File: src/rtl/ip4_sm_bk_ctl_pkg.sv
// +----------------------------------------------------------------------+
// | ip4_sm_bk_ctl_pkg : shared types for the shared-memory bank control  |
// | Rev 1.0                                                              |
// +----------------------------------------------------------------------+
`default_nettype none

package ip4_sm_bk_ctl_pkg;

  localparam int SM_ADR_W  = 10;
  localparam int SM_DAT_W  = 32;
  localparam int SM_TAG_W  = 4;
  localparam int SM_RD_LAT = 1;

  typedef logic [SM_ADR_W-1:0] smadr_t;
  typedef logic [SM_DAT_W-1:0] word;

  typedef struct packed {
    logic                we;
    smadr_t              adr;
    word                 dat;
    logic [SM_TAG_W-1:0] tag;
  } sm_req_t;

  typedef struct packed {
    logic                port;
    logic [SM_TAG_W-1:0] tag;
    word                 dat;
  } sm_rsp_t;

  typedef enum logic [0:0] {
    INIT = 1'b0,
    RUN  = 1'b1
  } sm_ctl_st_e;

  // With a single requester its own index wins; on conflict the pointer decides.
  function automatic logic rr_pick(input logic [1:0] req, input logic ptr);
    return (req == 2'b11) ? ptr : req[1];
  endfunction

endpackage

`default_nettype wire

File: src/rtl/ip4_sm_bk_ctl_if.sv
// +----------------------------------------------------------------------+
// | ip4_sm_bk_ctl_if : client request / bank port / response bundle      |
// | Rev 1.0                                                              |
// +----------------------------------------------------------------------+
`default_nettype none

interface ip4_sm_bk_ctl_if #(
  parameter int ADR_W = 10,
  parameter int DAT_W = 32,
  parameter int TAG_W = 4
);
  logic [1:0]       req_vld;
  logic [1:0]       req_rdy;
  logic [1:0]       req_we;
  logic [ADR_W-1:0] req_adr [2];
  logic [DAT_W-1:0] req_dat [2];
  logic [TAG_W-1:0] req_tag [2];

  logic             bk_wen;
  logic [ADR_W-1:0] bk_adr;
  logic [DAT_W-1:0] bk_datai;
  logic [DAT_W-1:0] bk_datao;

  logic             rsp_vld;
  logic             rsp_port;
  logic [TAG_W-1:0] rsp_tag;
  logic [DAT_W-1:0] rsp_dat;
  logic             init_done;

  modport master (
    output req_vld, req_we, req_adr, req_dat, req_tag, bk_datao,
    input  req_rdy, bk_wen, bk_adr, bk_datai,
    input  rsp_vld, rsp_port, rsp_tag, rsp_dat, init_done
  );

  modport slave (
    input  req_vld, req_we, req_adr, req_dat, req_tag, bk_datao,
    output req_rdy, bk_wen, bk_adr, bk_datai,
    output rsp_vld, rsp_port, rsp_tag, rsp_dat, init_done
  );
endinterface

`default_nettype wire

File: src/rtl/ip4_sm_bk_ctl_arb.sv
// +----------------------------------------------------------------------+
// | ip4_rr_arb2 : two-way round-robin arbiter with pointer register      |
// | Rev 1.0                                                              |
// +----------------------------------------------------------------------+
`default_nettype none

module ip4_rr_arb2
  import ip4_sm_bk_ctl_pkg::*;
(
  input  wire        clk,
  input  wire        rst_n,
  input  wire        en,
  input  wire  [1:0] req,
  output logic [1:0] gnt
);

  logic ptr_q;
  logic ptr_d;
  logic w_pick;

  assign w_pick = rr_pick(req, ptr_q);

  // The pointer names the client that wins the next conflict.
  always_comb begin
    gnt   = 2'b00;
    ptr_d = ptr_q;
    if (en && (req != 2'b00)) begin
      gnt[w_pick] = 1'b1;
      ptr_d       = ~w_pick;
    end
  end

  always_ff @(posedge clk) begin
    if (!rst_n) begin
      ptr_q <= 1'b0;
    end else begin
      ptr_q <= ptr_d;
    end
  end

endmodule

`default_nettype wire

File: src/rtl/ip4_sm_bk_ctl.sv
// +----------------------------------------------------------------------+
// | ip4_sm_bk_ctl : bank clear, 2-client arbitration, tagged read return |
// | Optional perf counters: IP4_SM_BK_PERF_EN            Rev 1.0         |
// +----------------------------------------------------------------------+
`default_nettype none

module ip4_sm_bk_ctl
  import ip4_sm_bk_ctl_pkg::*;
#(
  parameter int ADR_W  = SM_ADR_W,
  parameter int DAT_W  = SM_DAT_W,
  parameter int TAG_W  = SM_TAG_W,
  parameter int RD_LAT = SM_RD_LAT
) (
  input wire             clk,
  input wire             rst_n,
  ip4_sm_bk_ctl_if.slave bus
`ifdef IP4_SM_BK_PERF_EN
  ,
  output logic [31:0]    perf_acc,
  output logic [31:0]    perf_cfl
`endif
);

  sm_ctl_st_e        st_q, st_d;
  logic [ADR_W-1:0]  cnt_q, cnt_d;
  logic              init_done_q, init_done_d;
  logic              bk_wen_q, bk_wen_d;
  logic [ADR_W-1:0]  bk_adr_q, bk_adr_d;
  logic [DAT_W-1:0]  bk_datai_q, bk_datai_d;
  logic [RD_LAT-1:0] pvld_q, pvld_d;
  logic [TAG_W:0]    pipe_q [RD_LAT];
  logic [TAG_W:0]    pipe_d [RD_LAT];
  logic              rsp_vld_q, rsp_vld_d;
  logic              rsp_port_q, rsp_port_d;
  logic [TAG_W-1:0]  rsp_tag_q, rsp_tag_d;

  logic [1:0]        w_gnt;
  logic              w_acc;
  logic              w_sel;

  // Requests are only granted once the clear sweep has been reported done.
  ip4_rr_arb2 u_arb (
    .clk   (clk),
    .rst_n (rst_n),
    .en    (init_done_q),
    .req   (bus.req_vld),
    .gnt   (w_gnt)
  );

  assign w_acc = |w_gnt;
  assign w_sel = w_gnt[1];

  always_comb begin
    st_d        = st_q;
    cnt_d       = cnt_q;
    init_done_d = init_done_q;
    bk_wen_d    = 1'b0;
    bk_adr_d    = bk_adr_q;
    bk_datai_d  = bk_datai_q;
    case (st_q)
      INIT: begin
        bk_wen_d   = 1'b1;
        bk_adr_d   = cnt_q;
        bk_datai_d = '0;
        cnt_d      = cnt_q + 1'b1;
        if (cnt_q == '1) begin
          st_d = RUN;
        end
      end
      RUN: begin
        init_done_d = 1'b1;
        if (w_acc) begin
          bk_wen_d   = bus.req_we[w_sel];
          bk_adr_d   = bus.req_adr[w_sel];
          bk_datai_d = bus.req_dat[w_sel];
        end
      end
      default: st_d = INIT;
    endcase

    // {port, tag} of each accepted read rides along with the bank latency.
    pvld_d[0] = w_acc & ~bus.req_we[w_sel];
    pipe_d[0] = {w_sel, bus.req_tag[w_sel]};
    for (int i = 1; i < RD_LAT; i++) begin
      pvld_d[i] = pvld_q[i-1];
      pipe_d[i] = pipe_q[i-1];
    end
    rsp_vld_d  = pvld_q[RD_LAT-1];
    rsp_port_d = pvld_q[RD_LAT-1] ? pipe_q[RD_LAT-1][TAG_W]     : 1'b0;
    rsp_tag_d  = pvld_q[RD_LAT-1] ? pipe_q[RD_LAT-1][TAG_W-1:0] : '0;
  end

  always_ff @(posedge clk) begin
    if (!rst_n) begin
      st_q        <= INIT;
      cnt_q       <= '0;
      init_done_q <= 1'b0;
      bk_wen_q    <= 1'b0;
      bk_adr_q    <= '0;
      bk_datai_q  <= '0;
      pvld_q      <= '0;
      for (int i = 0; i < RD_LAT; i++) begin
        pipe_q[i] <= '0;
      end
      rsp_vld_q   <= 1'b0;
      rsp_port_q  <= 1'b0;
      rsp_tag_q   <= '0;
    end else begin
      st_q        <= st_d;
      cnt_q       <= cnt_d;
      init_done_q <= init_done_d;
      bk_wen_q    <= bk_wen_d;
      bk_adr_q    <= bk_adr_d;
      bk_datai_q  <= bk_datai_d;
      pvld_q      <= pvld_d;
      for (int i = 0; i < RD_LAT; i++) begin
        pipe_q[i] <= pipe_d[i];
      end
      rsp_vld_q   <= rsp_vld_d;
      rsp_port_q  <= rsp_port_d;
      rsp_tag_q   <= rsp_tag_d;
    end
  end

  assign bus.req_rdy   = w_gnt;
  assign bus.bk_wen    = bk_wen_q;
  assign bus.bk_adr    = bk_adr_q;
  assign bus.bk_datai  = bk_datai_q;
  assign bus.rsp_vld   = rsp_vld_q;
  assign bus.rsp_port  = rsp_port_q;
  assign bus.rsp_tag   = rsp_tag_q;
  // The bank delivers the data in the very cycle the response is flagged.
  assign bus.rsp_dat   = rsp_vld_q ? bus.bk_datao : '0;
  assign bus.init_done = init_done_q;

`ifdef IP4_SM_BK_PERF_EN
  logic [31:0] perf_acc_q, perf_acc_d;
  logic [31:0] perf_cfl_q, perf_cfl_d;

  always_comb begin
    perf_acc_d = perf_acc_q;
    perf_cfl_d = perf_cfl_q;
    if (w_acc && (perf_acc_q != '1)) begin
      perf_acc_d = perf_acc_q + 32'd1;
    end
    if (init_done_q && (&bus.req_vld) && (perf_cfl_q != '1)) begin
      perf_cfl_d = perf_cfl_q + 32'd1;
    end
  end

  always_ff @(posedge clk) begin
    if (!rst_n) begin
      perf_acc_q <= '0;
      perf_cfl_q <= '0;
    end else begin
      perf_acc_q <= perf_acc_d;
      perf_cfl_q <= perf_cfl_d;
    end
  end

  assign perf_acc = perf_acc_q;
  assign perf_cfl = perf_cfl_q;
`else
  // Build without access/conflict counters.
`endif

endmodule

`default_nettype wire

File: src/flat_wrapper.sv
// flat-port wrapper written by rule: the top's interface ports become plain ports
module ip4_sm_bk_ctl_flat import ip4_sm_bk_ctl_pkg::*;
#(
  parameter int ADR_W  = SM_ADR_W,
  parameter int DAT_W  = SM_DAT_W,
  parameter int TAG_W  = SM_TAG_W,
  parameter int RD_LAT = SM_RD_LAT
)
  (clk, rst_n, bus_req_vld, bus_req_we, bus_req_adr, bus_req_dat, bus_req_tag, bus_bk_datao, bus_req_rdy, bus_bk_wen, bus_bk_adr, bus_bk_datai, bus_rsp_vld, bus_rsp_port, bus_rsp_tag, bus_rsp_dat, bus_init_done);
  ip4_sm_bk_ctl_if #(.ADR_W(ADR_W), .DAT_W(DAT_W), .TAG_W(TAG_W)) bus_i ();
  input wire clk;
  input wire rst_n;
  input wire logic [$bits(bus_i.req_vld)-1:0] bus_req_vld;
  input wire logic [$bits(bus_i.req_we)-1:0] bus_req_we;
  input wire logic [$bits(bus_i.req_adr)-1:0] bus_req_adr;
  input wire logic [$bits(bus_i.req_dat)-1:0] bus_req_dat;
  input wire logic [$bits(bus_i.req_tag)-1:0] bus_req_tag;
  input wire logic [$bits(bus_i.bk_datao)-1:0] bus_bk_datao;
  output wire logic [$bits(bus_i.req_rdy)-1:0] bus_req_rdy;
  output wire logic [$bits(bus_i.bk_wen)-1:0] bus_bk_wen;
  output wire logic [$bits(bus_i.bk_adr)-1:0] bus_bk_adr;
  output wire logic [$bits(bus_i.bk_datai)-1:0] bus_bk_datai;
  output wire logic [$bits(bus_i.rsp_vld)-1:0] bus_rsp_vld;
  output wire logic [$bits(bus_i.rsp_port)-1:0] bus_rsp_port;
  output wire logic [$bits(bus_i.rsp_tag)-1:0] bus_rsp_tag;
  output wire logic [$bits(bus_i.rsp_dat)-1:0] bus_rsp_dat;
  output wire logic [$bits(bus_i.init_done)-1:0] bus_init_done;
  assign bus_i.req_vld = bus_req_vld;
  assign bus_i.req_we = bus_req_we;
  assign bus_i.req_adr = {>>{bus_req_adr}};
  assign bus_i.req_dat = {>>{bus_req_dat}};
  assign bus_i.req_tag = {>>{bus_req_tag}};
  assign bus_i.bk_datao = bus_bk_datao;
  assign bus_req_rdy = bus_i.req_rdy;
  assign bus_bk_wen = bus_i.bk_wen;
  assign bus_bk_adr = bus_i.bk_adr;
  assign bus_bk_datai = bus_i.bk_datai;
  assign bus_rsp_vld = bus_i.rsp_vld;
  assign bus_rsp_port = bus_i.rsp_port;
  assign bus_rsp_tag = bus_i.rsp_tag;
  assign bus_rsp_dat = bus_i.rsp_dat;
  assign bus_init_done = bus_i.init_done;
  ip4_sm_bk_ctl #(.ADR_W(ADR_W), .DAT_W(DAT_W), .TAG_W(TAG_W), .RD_LAT(RD_LAT)) u_core (.clk(clk), .rst_n(rst_n), .bus(bus_i));
endmodule
File: config.mk
export PLATFORM = sky130hd
export DESIGN_NAME = ip4_sm_bk_ctl_flat
export DESIGN_NICKNAME = d
export VERILOG_FILES = /design/src/rtl/ip4_sm_bk_ctl_pkg.sv /design/src/rtl/ip4_sm_bk_ctl_if.sv /design/src/rtl/ip4_sm_bk_ctl_arb.sv /design/src/rtl/ip4_sm_bk_ctl.sv /design/src/flat_wrapper.sv
export SDC_FILE = /design/constraint.sdc
export NUM_CORES = 1
export LEC_CHECK = 0
export BUFFER_PORTS_ARGS = -buffer_cell sky130_fd_sc_hd__buf_4
export CORE_MARGIN = 2
export CORE_UTILIZATION = 38
export DETAILED_ROUTE_END_ITERATION = 12
export GPL_TIMING_DRIVEN = 0
export PLACE_DENSITY = 0.78
export SLEW_MARGIN = 20
export SYNTH_ARGS = -nofsm -noshare
export SYNTH_HDL_FRONTEND = slang
export SYNTH_SLANG_ARGS = --single-unit
File: constraint.sdc
create_clock -name clk -period 1.95 [get_ports clk]
set_clock_uncertainty 0.2 [all_clocks]
set_input_delay 0.195 -clock clk [delete_from_list [all_inputs] [get_ports clk]]
set_output_delay 0.195 -clock clk [all_outputs]
set_load 0.05 [all_outputs]
==> out/results.txt <==
The flow ran to the end, but the final reports show violations. TritonCTS built the clock tree. Global routing used 9.11% of the available met3 tracks.

The share of synthesized area in the top cell type comes to 45.1%. The register bit total from synthesis is 68, and the total congestion overflow after global routing is 0. Across all layers, the routed design uses 4023 vias. Sorting the synthesized cells by area gives the leading types as dfxtp_1 (45%), mux2i_1 (14%), nand2_1 (7.8%).

Number of pins exceeding their max-slew limit in the final report: 0. The path class of the tightest hold or removal check is in2reg. In the final design database the tool counted 800 nets. The largest net degree at the start of global routing came out at 12. For the share of the core filled with cells in the final layout, the log shows 76.3%. At the end of routability-driven placement, the weighted congestion stood at 0.798. In this run the vertical extent of the chip is 93.1 um.

The number of input and output port buffers inserted is 213, and the number of cells on the worst reg-to-reg path is 6. The total instance count after detailed placement is 668. Once layout is complete, the cells apart from fillers number 776. The first global-routing pass estimated 20.5 mm of wire. The logs give 4150 for the via count of the first global-routing pass and 0.33 ns for the clock insertion delay at the later pin of the skew report. After detailed routing, the number of remaining DRC violations is 0. Final total power: 3180 uW. The analysis attributes to cell leakage a power of 0.00300 uW.

Startpoint type of the worst setup path: a register. For the max-cap violation count, the log shows 0. In this run the most used layer during global routing was met2.

Summing every instance area after synthesis gives 3020 um^2. The required time reported for the critical path endpoint came out at 1.93 ns. The final setup slack of the worst path was -0.0598 ns. The share of synthesized area occupied by flip-flops and latches was 45.1%.

For this run, global-route usage on met1 was measured as 29.5%. The power per unit of standard cell area works out to 539 nW/um^2. The die outline area was 8670 um^2; the number of distinct library cells after synthesis was 31. The detailed-placement wirelength estimate was 8.00 mm; the effective utilization at floorplan was 39.1%. After layout, the minimum clock period comes to 2.01 ns. Across the VDD grid, the largest voltage drop is 375 uV. Floorplan die width: 93.1 um. In this run the critical register-to-register path is launched from u_core.bus.init_done$_SDFFE_PN0P_.

The logs give 216 for the iteration-0 DRC count of the detailed router and 1 for the setup-violating endpoint count in the final report. For the initial antenna violation count, the log shows 0. The final reports fail on negative setup slack.

Counting instances, the worst hold path has a depth of 3. For the hold violation count in the final report, the log shows 0. The biggest area contributor in the post-synthesis netlist is dfxtp_1.

Data on the critical path arrives at its endpoint at 1.99 ns. Counting the buffers created by CTS gives 9. The final worst-path cycle share was 103%; the hold slack was 0.0274 ns. Global routing used 31.2% of the available tracks. The launch instance of the worst min-delay path was bus_req_adr[10].

The H-tree generated during clock tree synthesis spans 3 levels. The number of placement rows came out at 32. Derived from the worst setup path, the maximum achievable clock frequency is 498 MHz. STA classifies the critical path endpoint as a register. The final antenna-violating net count came out at 0.

Synthesis produced a netlist with a net count of 484. For this run, global-route usage on met2 was measured as 59.4%. 0 antenna diodes ended up in the layout. The I/O pin count is 214, and the detail-routed net length per standard cell is 18.7 um.

The standard cell core area was 7730 um^2; the clock transition at the register clock pins on the worst setup and hold paths after CTS was 0.07 ns. For the clock sink count, the log shows 68. The tree is rooted in a clkbuf_8. The reg-to-reg endpoint is u_core.bus.bk_datai[12]$_SDFFE_PN0P_. Category of the most critical setup path: reg2reg. The mean cell area of the mapped netlist came out at 8.55 um^2.

For the slack of the worst reg-to-reg path, the log shows -0.06 ns. Of all nets on the critical path, the largest fanout is 10. In the routed layout, each cell is associated on average with a via count of 5.18. The worst hold path terminates at u_core.bus.bk_adr[0]$_SDFFE_PN0P_. Number of optimization iterations in the first detailed-route pass: 4. In the final layout, the share of cells above drive strength 1 is 36.4%.

For the synthesis warning total, the log shows 0. The sum of negative setup slack is -0.0598 ns, and the headroom to the max-slew limit is 67.3%. The final layout contains routed wiring with a total length of 14.5 mm. The clock passes through at most 2 buffers. The synthesis-to-finish area growth was 95.4%. The slew at the pin closest to its max-slew limit was 0.491 ns; the number of instances in the synthesized netlist was 353.
[power breakdown]
part           total, uW  leakage, uW  internal (uW)  switching (uW)
Sequential          1410     0.000550           1400            9.07
Combinational        475      0.00234            319             156
Clock               1290     0.000113            750             541
[layout make-up]
class,instances,area (um^2)
Clock buffer,11,141
Buffer,23,128
Timing Repair Buffer,305,2520
Sequential cell,68,1360
Inverter,12,45.0
Tap cell,102,128
Multi-Input combinational cell,250,1500
Fill cell,472,1830
Clock inverter,5,75.1
[metrics by stage]
step	setup WS [ns]	area, um^2
6_report	-0.0598	5900
3_3_place_gp	0.164	4750
4_1_cts	0.0106	5860
3_5_place_dp	0.129	4750
5_1_grt	-0.0907	5900
2_1_floorplan	0.0873	3020
[state kept, by name, indices dropped and copies added (netlist names)]
name / count
u_core.pvld_q: 1
u_core.bus.bk_datai: 32
u_core.bus.bk_wen: 1
u_core.st_q: 1
u_core.cnt_q: 10
u_core.bus.rsp_tag: 4
u_core.bus.bk_adr: 10
u_core.pipe_q: 5
u_core.bus.init_done: 1
u_core.bus.rsp_vld: 1
u_core.bus.rsp_port: 1
u_core.u_arb.ptr_q: 1
[cells in the final DEF (no fill, tap or decap), types with 2 or more instances in the layout]
| cell type | n |
|---|---|
| a21o_1 | 2 |
| a21oi_1 | 6 |
| and2_1 | 34 |
| and3_1 | 7 |
| buf_2 | 2 |
| buf_4 | 217 |
| buf_6 | 3 |
| bufinv_16 | 2 |
| clkbuf_1 | 11 |
| clkbuf_2 | 4 |
| clkbuf_8 | 10 |
| clkinv_2 | 3 |
| dfxtp_1 | 67 |
| dlygate4sd3_1 | 91 |
| inv_1 | 10 |
| mux2i_1 | 41 |
| nand2_1 | 63 |
| nand3_1 | 3 |
| nor2_1 | 18 |
| nor2b_1 | 3 |
| nor3_1 | 2 |
| o21ai_0 | 41 |
| o22ai_1 | 11 |
| o31ai_1 | 2 |
| xnor2_1 | 7 |
[timing repair]
item / in CTS / in global routing
endpoints found under the setup margin: 1 / 24
buffers inserted: 0 / 1
hold buffers: 90 / 1
hold endpoints to repair: 46 / 1
gates resized for setup: 1 / 12
[per-layer routing]
| metal | share of wire, % | vias up | routed length (um) |
|---|---|---|---|
| li1 | - | 1814 | - |
| met1 | 32 | 1836 | 4690 |
| met2 | 51 | 298 | 7410 |
| met3 | 10 | 75 | 1490 |
| met4 | 6.4 | 0 | 924 |
| met5 | 0 | - | 0 |
[cell families after synthesis]
group,count (synthesis),share of synthesized area [%]
xor gates and xnor gates,7,2.03
AOI/OAI and AO/OA,64,11.6
DFF,68,45.1
buffers and inverters,35,5.30
muxes,42,13.9
adders and majority gates,1,0.414
and+or+nand+nor,136,21.6
[cells in the mapped netlist]
master    count
buf_2         2
or3_1         1
o31ai_1       2
nand3b_1      1
nand4b_1      1
nand3_1       3
nor2_1       18
buf_6         1
clkbuf_1     14
nor3_1        2
a21oi_1       6
buf_1         1
inv_1        11
nand2_1      63
a21o_1        2
o22ai_1      11
dfxtp_1      68
clkinv_1      1
nand4_1       1
ha_1          1
and3_1        7
xnor2_1       7
and2_1       34
buf_4         5
or4b_1        1
o21ai_0      41
nor2b_1       3
o21a_1        1
and3b_2       1
mux2i_1      42
a41oi_1       1
[worst max path at each step]
stage	depth (start not counted)	startpoint	slack, ns	endpoint
final	6	u_core.bus.init_done$_SDFFE_PN0P_	-0.06	u_core.bus.bk_datai[12]$_SDFFE_PN0P_
after global routing	6	u_core.bus.init_done$_SDFFE_PN0P_	-0.09	u_core.bus.bk_datai[12]$_SDFFE_PN0P_
after CTS	5	u_core.bus.init_done$_SDFFE_PN0P_	0.01	bus_req_rdy[1]
after detailed placement	6	u_core.bus.init_done$_SDFFE_PN0P_	0.13	u_core.bus.bk_datai[24]$_SDFFE_PN0P_
after global placement	6	u_core.bus.init_done$_SDFFE_PN0P_	0.16	u_core.bus.bk_adr[9]$_SDFFE_PN0P_
after floorplan	6	u_core.bus.init_done$_SDFFE_PN0P_	0.09	u_core.bus.bk_adr[1]$_SDFFE_PN0P_
[worst max-delay path, stage by stage (launching register included)]
cell     delay [ns]
dfxtp_2        0.35
nand2_1        0.08
a21o_1         0.22
buf_6          0.21
buf_4          0.25
mux2i_1        0.35
o21ai_0        0.19
Power figures use the tool's default switching activity.
